===== src/rtl/alu_op_sequencer.sv =====
// OP/A/B command sequencer for a shared add/sub datapath; returns result on Y and status on Z.
// Optional WAIT-state watchdog enabled by defining ALU_SEQ_TIMEOUT_EN.
module alu_op_sequencer #(
    parameter int unsigned W       = 16,
    parameter int unsigned TIMEOUT = 64
) (
    input  logic         CLK,
    input  logic         RESET,
    input  logic [1:0]   op_data,
    input  logic         op_valid,
    output logic         op_ready,
    input  logic [W-1:0] a_data,
    input  logic         a_valid,
    output logic         a_ready,
    input  logic [W-1:0] b_data,
    input  logic         b_valid,
    output logic         b_ready,
    output logic [W-1:0] alu_a,
    output logic [W-1:0] alu_b,
    output logic         alu_sub,
    output logic         alu_start,
    input  logic         alu_done,
    input  logic [W-1:0] alu_y,
    input  logic         alu_c,
    output logic [W-1:0] y_data,
    output logic         y_valid,
    input  logic         y_ready,
    output logic [W-1:0] z_data,
    output logic         z_valid,
    input  logic         z_ready,
    output logic         busy
);

    typedef enum logic [2:0] {
        S_IDLE,
        S_FETCH,
        S_ISSUE,
        S_WAIT,
        S_RESP
    } state_t;

    state_t       state_q, state_d;
    logic [1:0]   op_q, op_d;
    logic [W-1:0] hold_a_q, hold_a_d;
    logic [W-1:0] hold_b_q, hold_b_d;
    logic         got_a_q, got_a_d;
    logic         got_b_q, got_b_d;
    logic         op_ready_q, op_ready_d;
    logic         a_ready_q, a_ready_d;
    logic         b_ready_q, b_ready_d;
    logic         alu_start_q, alu_start_d;
    logic         y_valid_q, y_valid_d;
    logic         z_valid_q, z_valid_d;
    logic [W-1:0] y_data_q, y_data_d;
    logic [W-1:0] z_data_q, z_data_d;
    logic [W-1:0] status;
    logic         ovf;

`ifdef ALU_SEQ_TIMEOUT_EN
    localparam int unsigned CW = (TIMEOUT > 1) ? $clog2(TIMEOUT) : 1;
    logic [CW-1:0] cnt_q, cnt_d;
`endif

    // Opcode 11 reuses held A, opcode 10 reuses held B.
    function automatic logic need_a(input logic [1:0] op);
        return op != 2'b11;
    endfunction

    function automatic logic need_b(input logic [1:0] op);
        return op != 2'b10;
    endfunction

    wire op_fire = op_valid & op_ready_q;
    wire a_fire  = a_valid & a_ready_q;
    wire b_fire  = b_valid & b_ready_q;
    wire y_fire  = y_valid_q & y_ready;
    wire z_fire  = z_valid_q & z_ready;

    always_comb begin
        ovf = '0;
        if (op_q[0])
            ovf = (hold_a_q[W-1] != hold_b_q[W-1]) && (alu_y[W-1] != hold_a_q[W-1]);
        else
            ovf = (hold_a_q[W-1] == hold_b_q[W-1]) && (alu_y[W-1] != hold_a_q[W-1]);
        status    = '0;
        status[0] = (alu_y == '0);
        status[1] = alu_c;
        status[2] = ovf;
        status[3] = alu_y[W-1];
    end

    always_comb begin
        state_d   = state_q;
        op_d      = op_q;
        hold_a_d  = hold_a_q;
        hold_b_d  = hold_b_q;
        got_a_d   = got_a_q;
        got_b_d   = got_b_q;
        y_valid_d = y_valid_q;
        z_valid_d = z_valid_q;
        y_data_d  = y_data_q;
        z_data_d  = z_data_q;
`ifdef ALU_SEQ_TIMEOUT_EN
        cnt_d     = cnt_q;
`endif

        if (a_fire) begin
            hold_a_d = a_data;
            got_a_d  = 1'b1;
        end
        if (b_fire) begin
            hold_b_d = b_data;
            got_b_d  = 1'b1;
        end

        case (state_q)
            S_IDLE: begin
                if (op_fire) begin
                    op_d    = op_data;
                    got_a_d = 1'b0;
                    got_b_d = 1'b0;
                    state_d = S_FETCH;
                end
            end
            S_FETCH: begin
                if ((got_a_d || !need_a(op_q)) && (got_b_d || !need_b(op_q)))
                    state_d = S_ISSUE;
            end
            S_ISSUE: begin
                state_d = S_WAIT;
`ifdef ALU_SEQ_TIMEOUT_EN
                cnt_d   = '0;
`endif
            end
            S_WAIT: begin
                if (alu_done) begin
                    y_data_d  = alu_y;
                    z_data_d  = status;
                    y_valid_d = 1'b1;
                    z_valid_d = 1'b1;
                    state_d   = S_RESP;
`ifdef ALU_SEQ_TIMEOUT_EN
                end else if (cnt_q == CW'(TIMEOUT - 1)) begin
                    y_data_d       = '0;
                    z_data_d       = '0;
                    z_data_d[W-1]  = 1'b1;
                    y_valid_d      = 1'b1;
                    z_valid_d      = 1'b1;
                    state_d        = S_RESP;
                end else begin
                    cnt_d = cnt_q + 1'b1;
`endif
                end
            end
            S_RESP: begin
                if (y_fire) y_valid_d = 1'b0;
                if (z_fire) z_valid_d = 1'b0;
                if (!y_valid_d && !z_valid_d)
                    state_d = S_IDLE;
            end
            default: state_d = S_IDLE;
        endcase

        // Readies are registered, so they are derived from the next state.
        op_ready_d  = (state_d == S_IDLE);
        a_ready_d   = (state_d == S_FETCH) && need_a(op_d) && !got_a_d;
        b_ready_d   = (state_d == S_FETCH) && need_b(op_d) && !got_b_d;
        alu_start_d = (state_d == S_ISSUE);
    end

    always_ff @(posedge CLK) begin
        if (RESET) begin
            state_q     <= S_IDLE;
            op_q        <= '0;
            hold_a_q    <= '0;
            hold_b_q    <= '0;
            got_a_q     <= 1'b0;
            got_b_q     <= 1'b0;
            op_ready_q  <= 1'b0;
            a_ready_q   <= 1'b0;
            b_ready_q   <= 1'b0;
            alu_start_q <= 1'b0;
            y_valid_q   <= 1'b0;
            z_valid_q   <= 1'b0;
            y_data_q    <= '0;
            z_data_q    <= '0;
`ifdef ALU_SEQ_TIMEOUT_EN
            cnt_q       <= '0;
`endif
        end else begin
            state_q     <= state_d;
            op_q        <= op_d;
            hold_a_q    <= hold_a_d;
            hold_b_q    <= hold_b_d;
            got_a_q     <= got_a_d;
            got_b_q     <= got_b_d;
            op_ready_q  <= op_ready_d;
            a_ready_q   <= a_ready_d;
            b_ready_q   <= b_ready_d;
            alu_start_q <= alu_start_d;
            y_valid_q   <= y_valid_d;
            z_valid_q   <= z_valid_d;
            y_data_q    <= y_data_d;
            z_data_q    <= z_data_d;
`ifdef ALU_SEQ_TIMEOUT_EN
            cnt_q       <= cnt_d;
`endif
        end
    end

    assign op_ready  = op_ready_q;
    assign a_ready   = a_ready_q;
    assign b_ready   = b_ready_q;
    assign alu_a     = hold_a_q;
    assign alu_b     = hold_b_q;
    assign alu_sub   = op_q[0];
    assign alu_start = alu_start_q;
    assign y_data    = y_data_q;
    assign y_valid   = y_valid_q;
    assign z_data    = z_data_q;
    assign z_valid   = z_valid_q;
    assign busy      = (state_q != S_IDLE);

endmodule


===== config.mk =====
export PLATFORM = sky130hd
export DESIGN_NAME = alu_op_sequencer
export DESIGN_NICKNAME = d
export VERILOG_FILES = /design/src/rtl/alu_op_sequencer.sv
export SDC_FILE = /design/constraint.sdc
export NUM_CORES = 1
export LEC_CHECK = 0
export BUFFER_PORTS_ARGS = -buffer_cell sky130_fd_sc_hd__buf_2
export CORE_MARGIN = 5
export CORE_UTILIZATION = 28
export DETAILED_ROUTE_END_ITERATION = 6
export MAX_ROUTING_LAYER = met4
export PLACE_DENSITY = 0.6
export SYNTH_ARGS = -nofsm -noshare
export SYNTH_HDL_FRONTEND = slang
export SYNTH_SLANG_ARGS = --single-unit

===== constraint.sdc =====
create_clock -name CLK -period 2.8 [get_ports CLK]
set_clock_uncertainty 0.15 [all_clocks]
set_input_delay 0.56 -clock CLK [delete_from_list [all_inputs] [get_ports CLK]]
set_output_delay 0.56 -clock CLK [all_outputs]
set_load 0.005 [all_outputs]

==> summary.txt, run 1 <==
Run status
  • Status: completed

Clocking
  • H-tree levels: 3
  • Clk sinks: 64
  • CTS resizes: 0
  • Clock Path Buffers: 2
  • CTS tree: done
  • Reg clk slew, reported paths: 0.07 ns
  • Worst skew pair latency: 0.33 ns
  • CTS buffer count: 9
  • Root buf cell: clkbuf_8
  • CTS Hold Bufs: 0
  • Postcts setup bufs: 0

Logic synthesis
  • Average footprint of a synthesized cell: 8.080 µm²
  • Number of enable flip-flop cells after synthesis: 0
  • Area contributors post-synth: dfxtp_1 51%, nand2_1 15%, a21oi_1 11%
  • Synth Register Bits: between 60 and 70
  • Ys Warns: 0
  • Synthesized cell area: 2489 µm²
  • Syn Inst Count: 308
  • Cell taking the most area after synthesis: dfxtp_1
  • Post-synth ARST share: 0
  • Yosys cell types: 36
  • Seq/Total Area, Yosys: 0.5148
  • Yosys top cell area share: 0.5148
  • Synth Flop Type: dfxtp_1

STA
  • RSZ-0062 raised after global routing: false
  • Final period util: 0.7092
  • Final Setup Violations: 0
  • Tmin final: 1.986 ns
  • Max Freq: ~0.50 GHz
  • Setup tns final: 0 ns
  • Final Hold Viols: 0
  • Worst-Margin Slew: 0.6578 ns
  • Slew headroom: 0.5611
  • Fin. max-slew vios: 0
  • Setup WS post-layout: 0.8143 ns

Setup path
  • Critical Path Sink Type: primary output
  • CP Buf/Inv Count: 2
  • Data arrival time of the critical path: 1.28 ns
  • CP required: 2.09 ns
  • Largest stage delay, worst path: 0.41 ns
  • Crit Path Max Fanout: 10
  • Setup Crit Path Kind: register to primary output
  • CP Launch Type: register
  • Cell Chain, Critical Path: nor3_2 -> inv_1 -> buf_2
  • Critical path's top delay family: flip-flops
  • Crit path max-delay cell type: dfxtp_1

Cells and area
  • P&R area growth vs syn: 30.87%
  • Finished layout cell area: 3257 µm²
  • Layout Cells excl Fill: ~530
  • Fin nets: 478
  • Multi-input logic area: about 1000 µm²
  • Commonest non-fill, non-tap cell in the layout: buf_2
  • Commonest cells after routing, fill and taps aside: 118 x buf_2, 102 x nand2_1, 64 x dfxtp_1
  • FF/Latch Area: 1281 µm²
  • Layout cells sized above 1: 0.3333
  • # diodes: 0
  • # fillers: 925

Floorplan
  • Initial Utilization: 0.2868
  • Cell Rows: 34
  • I/O pins: 131
  • Die Width: 104.3 µm
  • Die height: ~100 µm
  • Die area: 10870 µm²
  • Core footprint: slightly below 9000 µm²

GRT
  • Number of global-route vias before repair: 2312
  • First-pass GRT wire length: 10900 µm
  • Tot GR Track Use: 0.1243
  • Initial antenna violation count: 0
  • Aggregate global routing overflow: 0
  • Pin count of the biggest net entering global routing: 34

Placement
  • RePlAce Congestion: a little under 0.8
  • Pre-CTS setup slack: 0.9372 ns
  • Placed Cells: 516
  • Detailed placement HPWL: 5055 µm
  • IO buf count: 118
  • Placed cell areas: 3095 µm²

Pwr
  • Clock share of power: 0.372
  • Internal power: 1.321 mW
  • Combinational power share: 0.094
  • Worst vdd ir: between 200 and 250 µV
  • Leakage: 1.441 nW
  • Sw Pwr: 0.4646 mW
  • Net Sw Frac: 0.2602
  • Pwr Density: 548.2 nW/µm²
  • Seq pwr share: 0.534

Routing
  • Vias: 2379
  • Vias per cell: 4.480
  • Detailed Routing Iterations Pass 1: 4
  • Detailed Route WL: approximately 6700 µm
  • WL per Instance: 12.56 µm
  • DR iter-0 viols: 53
  • # DRC: 0
  • Antenna Nets Post-Route: 0

Flow run
  • Total of max-cap violations: 0

Hold path
  • Worst hold path type: register to register
==> sequential cells by signal, summed over array words and instances, names as in the netlist <==
signal	cells
op_ready	1
a_ready	1
b_ready	1
alu_a	16
y_valid	1
op_q	2
state_q	3
alu_b	16
z_data	3
z_valid	1
alu_start	1
y_data	16
got_b_q	1
got_a_q	1
==> tightest hold or removal path, cell delays in order (launching register included) <==
cell,delay [ns]
dfxtp_1,0.31
nand2_1,0.05
a21oi_1,0.05
==> synth_stat cells (all sizes together) (2+ instances only) <==
| master | count |
|---|---|
| o21ai | 4 |
| dfxtp | 64 |
| o2bb2ai | 2 |
| and2 | 3 |
| nor4 | 5 |
| buf | 22 |
| a211oi | 3 |
| nand3 | 2 |
| clkbuf | 10 |
| nand2 | 102 |
| nand2b | 3 |
| nor3 | 4 |
| o221a | 2 |
| a21oi | 54 |
| nor2 | 5 |
| nand3b | 2 |
| inv | 5 |
| nor2b | 2 |
==> routing by layer <==
metal	share of wire	GRT usage	vias up	wire length, µm
met1	0.45	0.1478	1060	3025
met3	0.084	0.05152	7	560
met2	0.45	0.1855	90	2980
met4	0.016	0.05088	0	104
met5	0	-	-	0
li1	-	-	1222	-
==> per-stage QoR <==
| step | utilization | total power, mW | hold WS, ns |
|---|---|---|---|
| finish | 0.3753 | 1.786 | 0.3023 |
| global route | 0.3753 | 1.881 | 0.2820 |
| floorplan | - | 1.068 | 0.3027 |
| CTS | 0.3753 | 1.820 | 0.2847 |
| global placement | 0.3567 | 1.141 | 0.2897 |
| detailed placement | 0.3567 | 1.143 | 0.2939 |
==> worst paths after layout <==
check	from	endpoint	slack, ns	cells past startpoint
hold reg to reg	z_data[1]$_SDFFE_PP0P_	z_data[1]$_SDFFE_PP0P_	0.30	2
setup / recovery	state_q[1]$_SDFF_PP0_	busy	0.81	3
setup reg to reg	state_q[1]$_SDFF_PP0_	z_data[2]$_SDFFE_PP0P_	1.03	3
hold / removal	z_data[1]$_SDFFE_PP0P_	z_data[1]$_SDFFE_PP0P_	0.30	2
==> cells by family (layout without fill, tap and decap cells) <==
group,Yosys count,after routing,share of synthesized area
compound gates,70,70,0.1604
xor+xnor,1,1,0.003520
buf+inv,37,141,0.08095
flops,64,64,0.5148
mux,1,1,0.004022
other cells,1,12,0.001507
simple gates,134,134,0.2348
==> power groups by stage <==
stage / clock, mW / sequential (mW) / combinational, mW
finish: 0.665 / 0.953 / 0.167
global route: 0.737 / 0.956 / 0.188
CTS: 0.697 / 0.953 / 0.170
detailed placement: 0 / 0.974 / 0.169
global placement: 0 / 0.974 / 0.167
floorplan: 0 / 0.971 / 0.0969
==> cell type report <==
type | count | area share
flip-flops and latches | 64 | 0.3934
clock inverters | 6 | 0.01153
well taps | 108 | 0.04149
inverters | 5 | 0.005763
repair buffers | 121 | 0.1882
clock buffers | 9 | 0.03803
multi-input cells | 218 | 0.3216
(Power assumes the default switching activity.)
==> run 2, diff against run 1 <==
--- a/config.mk
+++ b/config.mk
@@ -5,12 +5,13 @@
 export SDC_FILE = /design/constraint.sdc
 export NUM_CORES = 1
 export LEC_CHECK = 0
+export ABC_AREA = 1
 export BUFFER_PORTS_ARGS = -buffer_cell sky130_fd_sc_hd__buf_2
 export CORE_MARGIN = 5
 export CORE_UTILIZATION = 28
 export DETAILED_ROUTE_END_ITERATION = 6
 export MAX_ROUTING_LAYER = met4
-export PLACE_DENSITY = 0.6
+export PLACE_DENSITY = 0.62
 export SYNTH_ARGS = -nofsm -noshare
 export SYNTH_HDL_FRONTEND = slang
 export SYNTH_SLANG_ARGS = --single-unit
==> constraint.sdc (replaced) <==
create_clock -name CLK -period 1.6 [get_ports CLK]
set_clock_uncertainty 0.15 [all_clocks]
set_input_delay 0.32 -clock CLK [delete_from_list [all_inputs] [get_ports CLK]]
set_output_delay 0.32 -clock CLK [all_outputs]
set_load 0.005 [all_outputs]
==> summary.txt, run 2 <==
Run status
  • Status: completed (unchanged)

Routing
  • # DRC: 0 (unchanged)
  • Antenna Nets Post-Route: 0 (unchanged)
  • Detailed Route WL: 6994 µm (was 6670 µm)
  • Detailed Routing Iterations Pass 1: 4 (unchanged)
  • WL per Instance: 12.06 µm (was 12.56 µm)
  • Vias: 2539 (was 2379)
  • Vias per cell: 4.378 (was 4.480)
  • DR iter-0 viols: 76 (was 53)

Logic synthesis
  • Yosys top cell area share: 0.4971 (was 0.5148)
  • Cell taking the most area after synthesis: dfxtp_1 (unchanged)
  • Seq/Total Area, Yosys: 0.4971 (was 0.5148)
  • Most frequent cell after synthesis: nor2_1 (was nand2_1)
  • Post-synth top cells: 75 x nor2_1, 64 x dfxtp_1, 45 x o21ai_0, 40 x nand2_1, 33 x inv_1 (was 102 x nand2_1, 64 x dfxtp_1, 53 x a21oi_1, 14 x buf_4, 10 x clkbuf_1)
  • Synthesized cell area: 2577 µm² (was 2489 µm²)
  • Area contributors post-synth: dfxtp_1 50%, nor2_1 11%, o21ai_0 8.7% (was dfxtp_1 51%, nand2_1 15%, a21oi_1 11%)
  • Synth Register Bits: 64 (unchanged)
  • Post-synth ARST share: 0 (unchanged)
  • Synth Flop Type: dfxtp_1 (unchanged)
  • Ys Warns: 0 (unchanged)
  • Syn Inst Count: 344 (was 308)
  • Average footprint of a synthesized cell: 7.493 µm² (was 8.080 µm²)
  • Yosys cell types: 22 (was 36)
  • Number of enable flip-flop cells after synthesis: 0 (unchanged)

Clocking
  • Clock Path Buffers: 2 (unchanged)
  • Root buf cell: clkbuf_8 (unchanged)
  • Clk sinks: 64 (unchanged)
  • CTS buffer count: 9 (unchanged)
  • Worst skew pair latency: 0.34 ns (was 0.33 ns)
  • CTS Hold Bufs: 0 (unchanged)
  • H-tree levels: 3 (unchanged)
  • Reg clk slew, reported paths: 0.07 ns (about the same)
  • CTS tree: done (unchanged)

STA
  • Final Hold Viols: 0 (unchanged)
  • Tmin final: about 1.5 ns
  • Max Freq: between 0.6 and 0.7 GHz
  • Fin. max-slew vios: 0 (unchanged)
  • RSZ-0062 raised after global routing: false (unchanged)
  • Setup WS post-layout: 0.08796 ns (was 0.8143 ns)
  • Setup tns final: 0 ns (unchanged)
  • Final Setup Violations: 0 (unchanged)
  • Final period util: 0.9450

Floorplan
  • Die area: 11220 µm² (was 10870 µm²)
  • Cell Rows: 35 (was 34)
  • Die height: 105.9 µm (was 104.3 µm)
  • I/O pins: 131 (unchanged)
  • Core footprint: 9109 µm² (was 8678 µm²)
  • Initial Utilization: 0.2830 (was 0.2868)
  • Die Width: 105.9 µm (was 104.3 µm)

Pwr
  • Worst vdd ir: 333.0 µV (was 235.8 µV)
  • Pwr Density: 1020 nW/µm² (was 548.2 nW/µm²)
  • Leakage: 1.771 nW (was 1.441 nW)
  • Tot Pwr: 3.519 mW (was 1.786 mW)

Cells and area
  • Layout cells sized above 1: 0.3205 (was 0.3333)
  • P&R area growth vs syn: 33.79% (was 30.87%)
  • Fin nets: 522 (was 478)
  • Commonest non-fill, non-tap cell in the layout: buf_2 (unchanged)
  • Final Util: 0.3786 (was 0.3753)
  • Commonest cells after routing, fill and taps aside: 118 x buf_2, 75 x nor2_1, 63 x dfxtp_1 (was 118 x buf_2, 102 x nand2_1, 64 x dfxtp_1)
  • # fillers: 956 (was 925)

Setup path
  • Crit Path Max Fanout: 4 (was 10)
  • CP required: 1.13 ns (was 2.09 ns)
  • Critical Path Sink Type: primary output (unchanged)
  • R2R Setup Slk: 0.21 ns (was 1.03 ns)
  • Setup Crit Path Kind: register to primary output (unchanged)
  • Data arrival time of the critical path: 1.04 ns (was 1.28 ns)
  • CP Launch Type: register (unchanged)

GRT
  • First-pass GRT wire length: 10970 µm (was 10900 µm)
  • Initial antenna violation count: 1 (was 0)
  • Number of global-route vias before repair: 2376 (was 2312)
  • Aggregate global routing overflow: 0 (unchanged)
  • Pin count of the biggest net entering global routing: 41 (was 34)
  • Tot GR Track Use: 0.1252 (was 0.1243)

Placement
  • Detailed placement HPWL: 5277 µm (was 5055 µm)
  • Pre-CTS setup slack: 0.2277 ns (was 0.9372 ns)
  • RePlAce Congestion: 0.7824 (was 0.7841)
  • IO buf count: 118 (unchanged)

Flow run
  • Total of max-cap violations: 0 (unchanged)

Hold path
  • Worst hold path type: input pin to register (was register to register)
## run 2: critical path, stage by stage, from the launching register on
cell and delay [ns]:
dfxtp_2 0.36, nor2_4 0.13, nand2_2 0.09, buf_2 0.13
## run 2: timing repair
action                     4_1_cts  5_1_grt
setup endpoints to repair        1        1
gates resized for setup          0        1
pin swaps                        1        0
buffers inserted                 1        0
## run 2: cell type report
type / count / area, µm² / share of cell area
Antenna cell: 1 / 2.502 / 0.0007257
Clock buffer: 10 / 137.6 / 0.03991
Clock inverter: 6 / 68.82 / 0.01996
Inverter: 35 / 131.4 / 0.03810
Multi-Input combinational cell: 228 / 1018 / 0.2954
Sequential cell: 64 / 1282 / 0.3719
Tap cell: 111 / 138.9 / 0.04028
Timing Repair Buffer: 125 / 668.1 / 0.1938
## run 2: power by group
part	switching, mW	total [mW]	internal (mW)
clock	0.657	1.42	0.763
combinational	0.222	0.402	0.180
sequential	0.0388	1.70	1.66
total	0.918	3.52	2.60
## run 2: final timing paths
path | to | startpoint | cells past startpoint
setup / recovery | busy | state_q[1]$_SDFF_PP0_ | 3
hold / removal | z_data[1]$_SDFFE_PP0P_ | alu_c | 3
setup reg to reg | a_ready$_SDFF_PP0_ | state_q[1]$_SDFF_PP0_ | 8
hold reg to reg | alu_b[1]$_SDFFE_PP0P_ | alu_b[1]$_SDFFE_PP0P_ | 2
## run 2: per-layer routing
layer | track usage | wire length [µm]
met3 | 0.04311 | 527
met2 | 0.1949 | 3332
met5 | - | 0
met1 | 0.1458 | 3058
met4 | 0.05828 | 76
## run 2: kinds of logic after synthesis
kind of cell / synth area share
AOI/OAI and AO/OA: 0.1573
xor gates and xnor gates: 0.003399
buffers and inverters: 0.1238
DFF: 0.4971
other: 0.001455
and+or+nand+nor: 0.2170
## run 2: through the flow
stage / std cells / hold slack [ns] / area, µm²
CTS: 579 / 0.04705 / 3445
detailed placement: 562 / 0.3188 / 3231
global route: 580 / 0.05653 / 3448
floorplan: 355 / 0.2480 / 2619
finish: 580 / 0.06889 / 3448
global placement: 562 / 0.3098 / 3231
==> run 3, diff against run 2 <==
--- a/config.mk
+++ b/config.mk
@@ -6,6 +6,7 @@
 export NUM_CORES = 1
 export LEC_CHECK = 0
 export ABC_AREA = 1
+export ABC_CLOCK_PERIOD_IN_PS = 1600
 export BUFFER_PORTS_ARGS = -buffer_cell sky130_fd_sc_hd__buf_2
 export CORE_MARGIN = 5
 export CORE_UTILIZATION = 28
==> constraint.sdc (replaced) <==
create_clock -name CLK -period 1.6 [get_ports CLK]
set_clock_uncertainty 0.15 [all_clocks]
set_input_delay 0.16 -clock CLK [delete_from_list [all_inputs] [get_ports CLK]]
set_output_delay 0.16 -clock CLK [all_outputs]
set_load 0.005 [all_outputs]
==> summary.txt, run 3 (synthesis results as in run 2) <==
STA
  • Max Freq: 0.7067 GHz (was 0.6614 GHz)
  • Final Setup Violations: 0 (unchanged)
  • Final Hold Viols: 0 (unchanged)
  • Fin. max-slew vios: 0 (unchanged)
  • Final period util: 0.8844 (was 0.9450)
  • Setup WS post-layout: 0.1849 ns (was 0.08796 ns)
  • Hold slack: 0.06409 ns (was 0.06889 ns)
  • RSZ-0062 raised after global routing: false (unchanged)
  • Setup tns final: 0 ns (unchanged)
  • Tmin final: 1.415 ns (was 1.512 ns)

Pwr
  • Leakage: 1.989 nW (was 1.771 nW)
  • Worst vdd ir: 376.5 µV (was 333.0 µV)
  • Pwr Density: 931.1 nW/µm² (was 1020 nW/µm²)
  • Tot Pwr: 3.680 mW (was 3.519 mW)

Routing
  • Detailed Routing Iterations Pass 1: 6 (was 4)
  • WL per Instance: 12.03 µm (was 12.06 µm)
  • Vias per cell: 4.308 (was 4.378)
  • Vias: 2710 (was 2539)
  • # DRC: 0 (unchanged)
  • DR iter-0 viols: 109 (was 76)
  • Antenna Nets Post-Route: 0 (unchanged)
  • Detailed Route WL: 7569 µm (was 6994 µm)

Setup path
  • CP Buf/Inv Count: 1 (unchanged)
  • CP Launch Type: register (unchanged)
  • Critical R2R Launch: state_q[0]$_SDFF_PP0_ (was state_q[1]$_SDFF_PP0_)
  • Levels on crit path: 3 (unchanged)
  • Worst Setup EP: busy (unchanged)
  • Critical path's top delay family: flip-flops (unchanged)
  • Cell Chain, Critical Path: nor2_4 -> nand2_2 -> buf_2 (unchanged)
  • CP required: 1.29 ns (was 1.13 ns)
  • R2R cell count: 6 (was 8)
  • R2R Setup Slk: 0.24 ns (was 0.21 ns)
  • Crit path max-delay cell type: dfxtp_1 (was dfxtp_2)
  • Crit Path Max Fanout: 5 (was 4)
  • Setup crit start: state_q[0]$_SDFF_PP0_ (was state_q[1]$_SDFF_PP0_)
  • Data arrival time of the critical path: 1.11 ns (was 1.04 ns)
  • Largest stage delay, worst path: 0.35 ns (was 0.36 ns)
  • Reg-to-reg critical path endpoint: z_data[2]$_SDFFE_PP0P_ (was a_ready$_SDFF_PP0_)
  • Setup Crit Path Kind: register to primary output (unchanged)
  • Critical Path Sink Type: primary output (unchanged)

GRT
  • Aggregate global routing overflow: 0 (unchanged)
  • First-pass GRT wire length: 12010 µm (was 10970 µm)
  • Number of global-route vias before repair: 2627 (was 2376)
  • Initial antenna violation count: 1 (unchanged)
  • Tot GR Track Use: 0.1376 (was 0.1252)
  • Pin count of the biggest net entering global routing: 41 (unchanged)

Clocking
  • Root buf cell: clkbuf_8 (unchanged)
  • Worst skew pair latency: 0.34 ns (about the same)
  • Clock Path Buffers: 2 (unchanged)
  • Reg clk slew, reported paths: 0.07 ns (about the same)
  • CTS tree: done (unchanged)
  • H-tree levels: 3 (unchanged)
  • CTS resizes: 0 (unchanged)
  • Clk sinks: 64 (unchanged)
  • Postcts setup bufs: 0 (was 1)
  • CTS buffer count: 9 (unchanged)

Placement
  • IO buf count: 118 (unchanged)
  • RePlAce Congestion: 0.8228 (was 0.7824)
  • Pre-CTS setup slack: 0.2697 ns (was 0.2277 ns)
  • Detailed placement HPWL: 5207 µm (was 5277 µm)
  • Placed cell areas: 3231 µm² (unchanged)

Hold path
  • Worst hold path type: input pin to register (unchanged)

Cells and area
  • Commonest non-fill, non-tap cell in the layout: buf_2 (unchanged)
  • Finished layout cell area: 3953 µm² (was 3448 µm²)
  • # fillers: 918 (was 956)
  • Multi-input logic area: 1018 µm² (unchanged)
  • Layout cells sized above 1: 0.2843 (was 0.3205)
  • P&R area growth vs syn: 53.35% (was 33.79%)
  • Commonest cells after routing, fill and taps aside: 118 x buf_2, 75 x nor2_1, 64 x dfxtp_1 (was 118 x buf_2, 75 x nor2_1, 63 x dfxtp_1)
  • Fin nets: 572 (was 522)
  • FF/Latch Area: 1281 µm² (was 1282 µm²)

Floorplan
  • Core footprint: 9109 µm² (unchanged)
  • Die area: 11220 µm² (unchanged)
  • I/O pins: 131 (unchanged)
  • Initial Utilization: 0.2830 (unchanged)
  • Cell Rows: 35 (unchanged)
  • Die height: 105.9 µm (unchanged)
  • Die Width: 105.9 µm (unchanged)

Run status
  • Status: completed (unchanged)

Flow run
  • Total of max-cap violations: 0 (unchanged)
## run 3: cell count changes in the layout (fill, tap and decap cells not counted), sizes merged
cell         previous run  this run
dlygate4sd3             0        51
clkinv                  1         2
bufinv                  1         2
buf                   125       124
clkbuf                 10         9
clkinvlp                4         2
## run 3: layer usage
metal  wire (µm)  part of all wire  GRT usage  vias to the layer above
met4          87             0.011    0.04625                        0
met5           0                 0          -                        -
met2        3620              0.48     0.2268                      103
met3         605             0.080    0.05282                       10
met1        3257              0.43     0.1536                     1191
li1            -                 -          -                     1406
## run 3: where the power goes
part	switching [mW]	internal (mW)	leakage [nW]
registers	0.0374	1.66	0.519
clock network	0.624	0.862	0.101
logic	0.239	0.259	1.37
total	0.901	2.78	1.99
## run 3: stage by stage
step,util,cells
after floorplan,-,355
final,0.4339,629
after global placement,0.3547,562
after detailed placement,0.3547,562
after CTS,0.4337,628
after global routing,0.4339,629
## run 3: layout make-up
type,count,area share
flip-flops and latches,64,0.3242
multi-input cells,228,0.2577
clock inverters,6,0.02153
well taps,111,0.03514
repair buffers,175,0.2963
diodes,1,0.0006331
inverters,35,0.03324
clock buffers,9,0.03134
## run 3: worst min-delay path by stage
stage	start	endpoint	slack, ns	cells after the start
after detailed placement	alu_c	z_data[1]$_SDFFE_PP0P_	0.26	3
after global placement	alu_c	z_data[1]$_SDFFE_PP0P_	0.24	3
after CTS	op_data[1]	op_q[1]$_SDFF_PP0_	0.04	5
after global routing	RESET	got_a_q$_SDFF_PP0_	0.06	3
final	op_data[1]	op_q[1]$_SDFF_PP0_	0.06	5
after floorplan	RESET	op_ready$_SDFF_PP0_	0.09	1
## run 3: tightest hold or removal path, delay by kind of cell
kind / cells / cell delay (ns)
and+or+nand+nor: 3 / 0.19
buffers and inverters: 1 / 0.10
AOI/OAI and AO/OA: 1 / 0.06
## run 3: repair_timing
item | 4_1_cts | 5_1_grt
endpoints found under the setup margin | 0 | 0
hold buffers | 51 | 0
hold endpoints to repair | 51 | 0
